File: config.mk
export PLATFORM = sky130hd
export DESIGN_NAME = lc3_execute_stage
export DESIGN_NICKNAME = d
export VERILOG_FILES = /design/src/rtl/lc3_execute_stage.sv
export SDC_FILE = /design/constraint.sdc
export NUM_CORES = 1
export LEC_CHECK = 0
export BUFFER_PORTS_ARGS = -buffer_cell sky130_fd_sc_hd__buf_4
export CORE_MARGIN = 10
export CORE_UTILIZATION = 35
export CTS_CLUSTER_SIZE = 12
export DETAILED_ROUTE_END_ITERATION = 7
export PLACE_DENSITY_LB_ADDON = 0.12
export SYNTH_ARGS = -nofsm -noshare
export SYNTH_HDL_FRONTEND = slang
export SYNTH_SLANG_ARGS = --single-unit
File: constraint.sdc
create_clock -name clock -period 8.15 [get_ports clock]
set_input_delay 0.4075 -clock clock [delete_from_list [all_inputs] [get_ports clock]]
set_output_delay 0.4075 -clock clock [all_outputs]
set_load 0.01 [all_outputs]
File: src/rtl/lc3_execute_stage.sv
// LC-3 Execute stage: operand forwarding, ALU, address adder and the
// registered execute_out bus consumed by MemAccess, Writeback and Fetch.
module lc3_execute_stage #(
    parameter int DATA_W   = 16,
    parameter int REG_ID_W = 3
) (
    input  logic                clock,
    input  logic                reset,
    input  logic                enable_execute,
    input  logic [5:0]          E_Control,
    input  logic [DATA_W-1:0]   IR,
    input  logic [DATA_W-1:0]   npc,
    input  logic [1:0]          W_Control_in,
    input  logic                Mem_Control_in,
    input  logic [DATA_W-1:0]   VSR1,
    input  logic [DATA_W-1:0]   VSR2,
    input  logic                bypass_alu_1,
    input  logic                bypass_alu_2,
    input  logic                bypass_mem_1,
    input  logic                bypass_mem_2,
    input  logic [DATA_W-1:0]   Mem_Bypass_Val,
    output logic [DATA_W-1:0]   aluout,
    output logic [1:0]          W_Control_out,
    output logic                Mem_Control_out,
    output logic [DATA_W-1:0]   M_Data,
    output logic [REG_ID_W-1:0] dr,
    output logic [REG_ID_W-1:0] sr1,
    output logic [REG_ID_W-1:0] sr2,
    output logic [DATA_W-1:0]   pcout,
    output logic [DATA_W-1:0]   IR_Exec,
    output logic [REG_ID_W-1:0] NZP
);

    function automatic logic [DATA_W-1:0] sext5(input logic [4:0] f);
        return {{(DATA_W-5){f[4]}}, f};
    endfunction

    function automatic logic [DATA_W-1:0] sext6(input logic [5:0] f);
        return {{(DATA_W-6){f[5]}}, f};
    endfunction

    function automatic logic [DATA_W-1:0] sext9(input logic [8:0] f);
        return {{(DATA_W-9){f[8]}}, f};
    endfunction

    function automatic logic [DATA_W-1:0] sext11(input logic [10:0] f);
        return {{(DATA_W-11){f[10]}}, f};
    endfunction

    logic [DATA_W-1:0]   aluout_q, aluout_d;
    logic [DATA_W-1:0]   pcout_q, pcout_d;
    logic [DATA_W-1:0]   m_data_q, m_data_d;
    logic [DATA_W-1:0]   ir_exec_q, ir_exec_d;
    logic [REG_ID_W-1:0] dr_q, dr_d;
    logic [REG_ID_W-1:0] nzp_q, nzp_d;
    logic [1:0]          w_control_q, w_control_d;
    logic                mem_control_q, mem_control_d;

    logic [1:0]        alu_control;
    logic [1:0]        pcselect1;
    logic              pcselect2;
    logic              op2select;
    logic [3:0]        opcode;
    logic              is_alu_op;
    logic              is_store;
    logic              writes_dr;
    logic [DATA_W-1:0] val_1, val_2;
    logic [DATA_W-1:0] alu_b, alu_res;
    logic [DATA_W-1:0] addr1, addr2, addr_sum;

    assign {alu_control, pcselect1, pcselect2, op2select} = E_Control;
    assign opcode = IR[15:12];

    assign is_alu_op = (opcode == 4'b0001) || (opcode == 4'b0101) || (opcode == 4'b1001);
    assign is_store  = (opcode == 4'b0011) || (opcode == 4'b0111) || (opcode == 4'b1011);
    assign writes_dr = is_alu_op || (opcode == 4'b0010) || (opcode == 4'b0110)
                    || (opcode == 4'b1010) || (opcode == 4'b1110);

    // Stores name their data register in the DR field, so sr2 is steered there.
    assign sr1 = IR[8:6];
    assign sr2 = is_store ? IR[11:9] : IR[2:0];

    always_comb begin
        val_1 = bypass_alu_1 ? aluout_q : (bypass_mem_1 ? Mem_Bypass_Val : VSR1);
        val_2 = bypass_alu_2 ? aluout_q : (bypass_mem_2 ? Mem_Bypass_Val : VSR2);
        alu_b = op2select ? val_2 : sext5(IR[4:0]);

        case (alu_control)
            2'b01:   alu_res = val_1 & alu_b;
            2'b10:   alu_res = ~val_1;
            default: alu_res = val_1 + alu_b;
        endcase

        case (pcselect1)
            2'b00:   addr1 = sext11(IR[10:0]);
            2'b01:   addr1 = sext9(IR[8:0]);
            2'b10:   addr1 = sext6(IR[5:0]);
            default: addr1 = '0;
        endcase
        addr2    = pcselect2 ? npc : val_1;
        addr_sum = addr1 + addr2;
    end

    // Stage boundary: everything holds on a stalled edge except NZP, which
    // clears so a branch is only ever presented for one enabled cycle.
    always_comb begin
        aluout_d      = aluout_q;
        pcout_d       = pcout_q;
        m_data_d      = m_data_q;
        ir_exec_d     = ir_exec_q;
        dr_d          = dr_q;
        nzp_d         = '0;
        w_control_d   = w_control_q;
        mem_control_d = mem_control_q;
        if (enable_execute) begin
            aluout_d      = is_alu_op ? alu_res : addr_sum;
            pcout_d       = addr_sum;
            m_data_d      = val_2;
            ir_exec_d     = IR;
            dr_d          = writes_dr ? IR[11:9] : '0;
            w_control_d   = W_Control_in;
            mem_control_d = Mem_Control_in;
            if (opcode == 4'b0000)
                nzp_d = IR[11:9];
            else if (opcode == 4'b1100)
                nzp_d = {REG_ID_W{1'b1}};
        end
    end

    always_ff @(posedge clock or negedge reset) begin
        if (!reset) begin
            aluout_q      <= '0;
            pcout_q       <= '0;
            m_data_q      <= '0;
            ir_exec_q     <= '0;
            dr_q          <= '0;
            nzp_q         <= '0;
            w_control_q   <= '0;
            mem_control_q <= 1'b0;
        end else begin
            aluout_q      <= aluout_d;
            pcout_q       <= pcout_d;
            m_data_q      <= m_data_d;
            ir_exec_q     <= ir_exec_d;
            dr_q          <= dr_d;
            nzp_q         <= nzp_d;
            w_control_q   <= w_control_d;
            mem_control_q <= mem_control_d;
        end
    end

    assign aluout          = aluout_q;
    assign pcout           = pcout_q;
    assign M_Data          = m_data_q;
    assign IR_Exec         = ir_exec_q;
    assign dr              = dr_q;
    assign NZP             = nzp_q;
    assign W_Control_out   = w_control_q;
    assign Mem_Control_out = mem_control_q;

endmodule

==> metrics.md <==
| Metric | Value |
|---|---|
| Post-detail-place hpwl | 16540 um |
| Max Cap Viol | 0 |
| Final setup violation count | 0 |
| Seq/Total Area, Yosys | 31.83% |
| Die H | 148.1 um |
| H-Tree Level Count | 3 |
| Most common cell after layout, fill and taps aside | buf_4 |
| Worst Setup End Kind | register |
| Yosys warning total | 0 |
| Post-synth EDFFs | 0 |
| Adder-Cell Fraction of Synth Area | 7.892% |
| Mean Syn Cell Area | 8.592 um^2 |
| Crit path max fanout | 16 |
| Setup tns final | 0 ns |
| Worst skew pair latency | 0.34 ns |
| Antenna cells | 0 |
| Mux contribution to synthesized area | between 15 and 20% |
| Worst endpoint required time | 8.39 ns |
| Routability cong. | between 0.8 and 0.9 |
| #FFs+latches synth | 73 |
| Ys async rst share | 100.0% |
| CP top delay family | compound AO/OA/AOI/OAI gates |
| Clk_skew | 0.004644 ns |
| Worst Path Arrival | 3.50 ns |
| Tmin final | 3.268 ns |
| Tot GR Track Use | about a fifth |
| Post-Syn Area | roughly 0.0057 mm^2 |
| Initial core utilization | 35.87% |
| Post-route ant nets | 0 |
| Cts hold-fix bufs | 0 |
| # clock sinks | between 70 and 80 |
| Syn Inst Count | between 600 and 700 |
| Port buffer count | between 150 and 200 |
| Post-CTS Resized | 0 |
| RSZ-0062 raised after global routing | false |
| Max IR drop VDD | about 0.11 mV |
| CTS buffer count | 9 |
| Final hold violation count | 0 |
| DRT Pass-1 Iters | 6 |
| Largest net degree at the start of global routing | between 70 and 80 |
| Post-synthesis cell type count | 55 |
| Slowest stage cell, crit path | o41ai_4 |
| Max clock buf depth | 2 |
| Max-slew headroom | 28.43% |
| Worst path max stage delay | ~0.5 ns |
| Initial antenna violation count | 0 |
| LEAKAGE | 3.592 nW |
| Final Power | approximately 0.0017 W |
| Simple-gate portion of the synthesized area | between 10% and 20% |
| Area of the multi-input gates | 0.003570 mm^2 |
| Final period util | 40.10% |
| Vias in the first global route | 5913 |
| Actual slew at the worst max-slew pin | 1.062 ns |
| Drc violations | 0 |
| Fmax | 306.0 MHz |
| Die area | 0.02192 mm^2 |
| Main combinational cell family by area after synthesis | compound AO/OA/AOI/OAI gates |
| 1st-iter DRT viols | 387 |
| Status | finished clean |
| Worst setup SP type | input port |
| Layout cells sized above 1 | a little under a third |
| First-pass GRT wire length | between 30000 and 40000 um |
| Most frequent cells in the layout | buf_4 (176), nand2_1 (87), dfrtp_1 (73) |
| Fillers | roughly 1.7k |
| CORE AREA | 0.01600 mm^2 |
| Final max-slew violation count | 0 |
| Wire length per cell | slightly above 20 um |
| Compound-Gate Fraction of Synth Area | 20.43% |
| Setup Crit Path Kind | in2reg |
| Final nets | 948 |
| XOR/XNOR Fraction of Synth Area | 3.357% |
| Buf/Inv on CP | 2 |
| FF/Latch Area | 0.001827 mm^2 |
| Routed vias | roughly 5.5k |
| Post-CTS setup buffer count | 0 |
| Synthesized net count | roughly 800 |
| Synth-to-layout area growth | 30.28% |
| Clk slew on worst S/H paths | 0.06 ns |
| Power Dens Cells | 220.7 mW/mm^2 |
| Boundary pin count | 175 |
| CTS tree | built |
| Core Rows | 46 |
| Vias per cell | 5.346 |
| Clock root buffer | clkbuf_16 |
| Hold Crit Class | in2async |
| Die width | between 100 and 150 um |
| WL final | 21010 um |
| Primary FF master, synth | dfrtp_1 |
| Cell breakdown of the critical path | buf_4, mux2i_1, nor2_1, a21oi_1, o21ai_0, ha_1, inv_1, fa_1, nor2b_4, o31a_1, o41ai_4, o21ai_2, xor2_1, or2_0, a41o_1 |
| Overflow left after global routing | 0 |
==> worst paths after layout <==
check	startpoint	to	slack [ns]	cells past startpoint
min in group clock	W_Control_in[0]	W_Control_out[0]	0.30	2
max reg2reg	aluout[0]	aluout[10]	5.06	12
max in group asynchronous	reset	M_Data[7]	7.24	1
min reg2reg	M_Data[8]	M_Data[8]	0.51	1
min	reset	M_Data[13]	0.17	1
max	bypass_mem_1	aluout[10]	4.88	15
==> worst reg2reg max path, stage by stage (launching register included) <==
cell	delay, ns
dfrtp_1	0.42
a21oi_1	0.31
o21ai_0	0.14
ha_1	0.24
inv_1	0.07
fa_1	0.24
nor2b_4	0.05
o31a_1	0.30
o41ai_4	0.50
o21ai_2	0.11
xor2_1	0.16
or2_0	0.20
a41o_1	0.24
==> synth_stat cells, drive strengths merged (2+ instances only) <==
master | instances | area share [%]
a211oi | 7 | 0.92
a21o | 4 | 0.52
a21oi | 60 | 5.2
a221o | 2 | 0.35
a221oi | 11 | 1.7
a22oi | 2 | 0.26
a311oi | 2 | 0.31
a31o | 3 | 0.46
a31oi | 3 | 0.33
and2 | 8 | 0.87
and3 | 2 | 0.22
buf | 12 | 1.3
clkbuf | 26 | 1.7
dfrtp | 73 | 32
fa | 2 | 0.70
ha | 33 | 7.2
inv | 45 | 2.9
mux2 | 49 | 9.6
mux2i | 39 | 6.8
nand2 | 87 | 5.7
nand2b | 6 | 0.65
nand3 | 8 | 0.70
nand3b | 3 | 0.39
nand4 | 7 | 0.76
nor2 | 41 | 2.7
nor2b | 6 | 0.78
nor3 | 6 | 0.52
nor3b | 2 | 0.35
o2111ai | 3 | 0.46
o211ai | 3 | 0.39
o21a | 6 | 0.78
o21ai | 58 | 5.1
o21bai | 2 | 0.26
o221ai | 6 | 0.92
o22ai | 4 | 0.44
o311ai | 3 | 0.46
o31a | 2 | 0.31
or2 | 2 | 0.22
xnor2 | 10 | 1.5
xor2 | 12 | 1.8
==> area by class of cell <==
class                   count  area share, %
clock buffers              10          3.062
flip-flops and latches     73          24.43
inverters                  45          2.259
well taps                 216          3.614
multi-input cells         512          47.74
clock inverters             6          1.222
repair buffers            176          17.67
==> metal layers <==
layer	track usage (%)	vias up	share of wire [%]
met5	0	-	0
met4	6.640	0	2.2
met3	5.097	27	6.4
met2	33.24	171	50
met1	21.63	2664	41
li1	-	2687	-
==> flip-flops by register name (all words and copies together), names as in the netlist <==
register	count
IR_Exec	16
M_Data	16
Mem_Control_out	1
NZP	3
W_Control_out	2
aluout	16
dr	3
pcout	16
==> stage by stage <==
stage,utilization (%),cells,instance area [um^2],worst slack (ns),hold slack (ns)
floorplan,-,668,5739,4.767,0.1119
global placement,44.73,1022,7157,4.611,0.4923
detailed placement,44.73,1022,7157,4.534,0.4962
CTS,46.73,1038,7477,4.898,0.2480
global route,46.73,1038,7477,4.694,0.2856
finish,46.73,1038,7477,4.882,0.1729
==> report_power, final <==
group | leakage (nW) | total, W | switching [W] | internal [W]
Sequential | 0.872 | 0.000503 | 0.0000626 | 0.000441
Clock | 0.145 | 0.000436 | 0.000167 | 0.000269
Combinational | 2.58 | 0.000711 | 0.000381 | 0.000330
Total | 3.59 | 0.00165 | 0.000610 | 0.00104
==> logic make-up (layout without fill, tap and decap cells) <==
logic type | Yosys count | after routing
flip-flops | 73 | 73
multiplexers | 88 | 88
AO/OA/AOI/OAI | 187 | 187
XOR/XNOR | 22 | 22
adder cells (fa/ha/maj) | 35 | 35
AND/OR/NAND/NOR | 180 | 180
buffers and inverters | 83 | 237
Note: power is estimated with default switching activity, not from simulation.
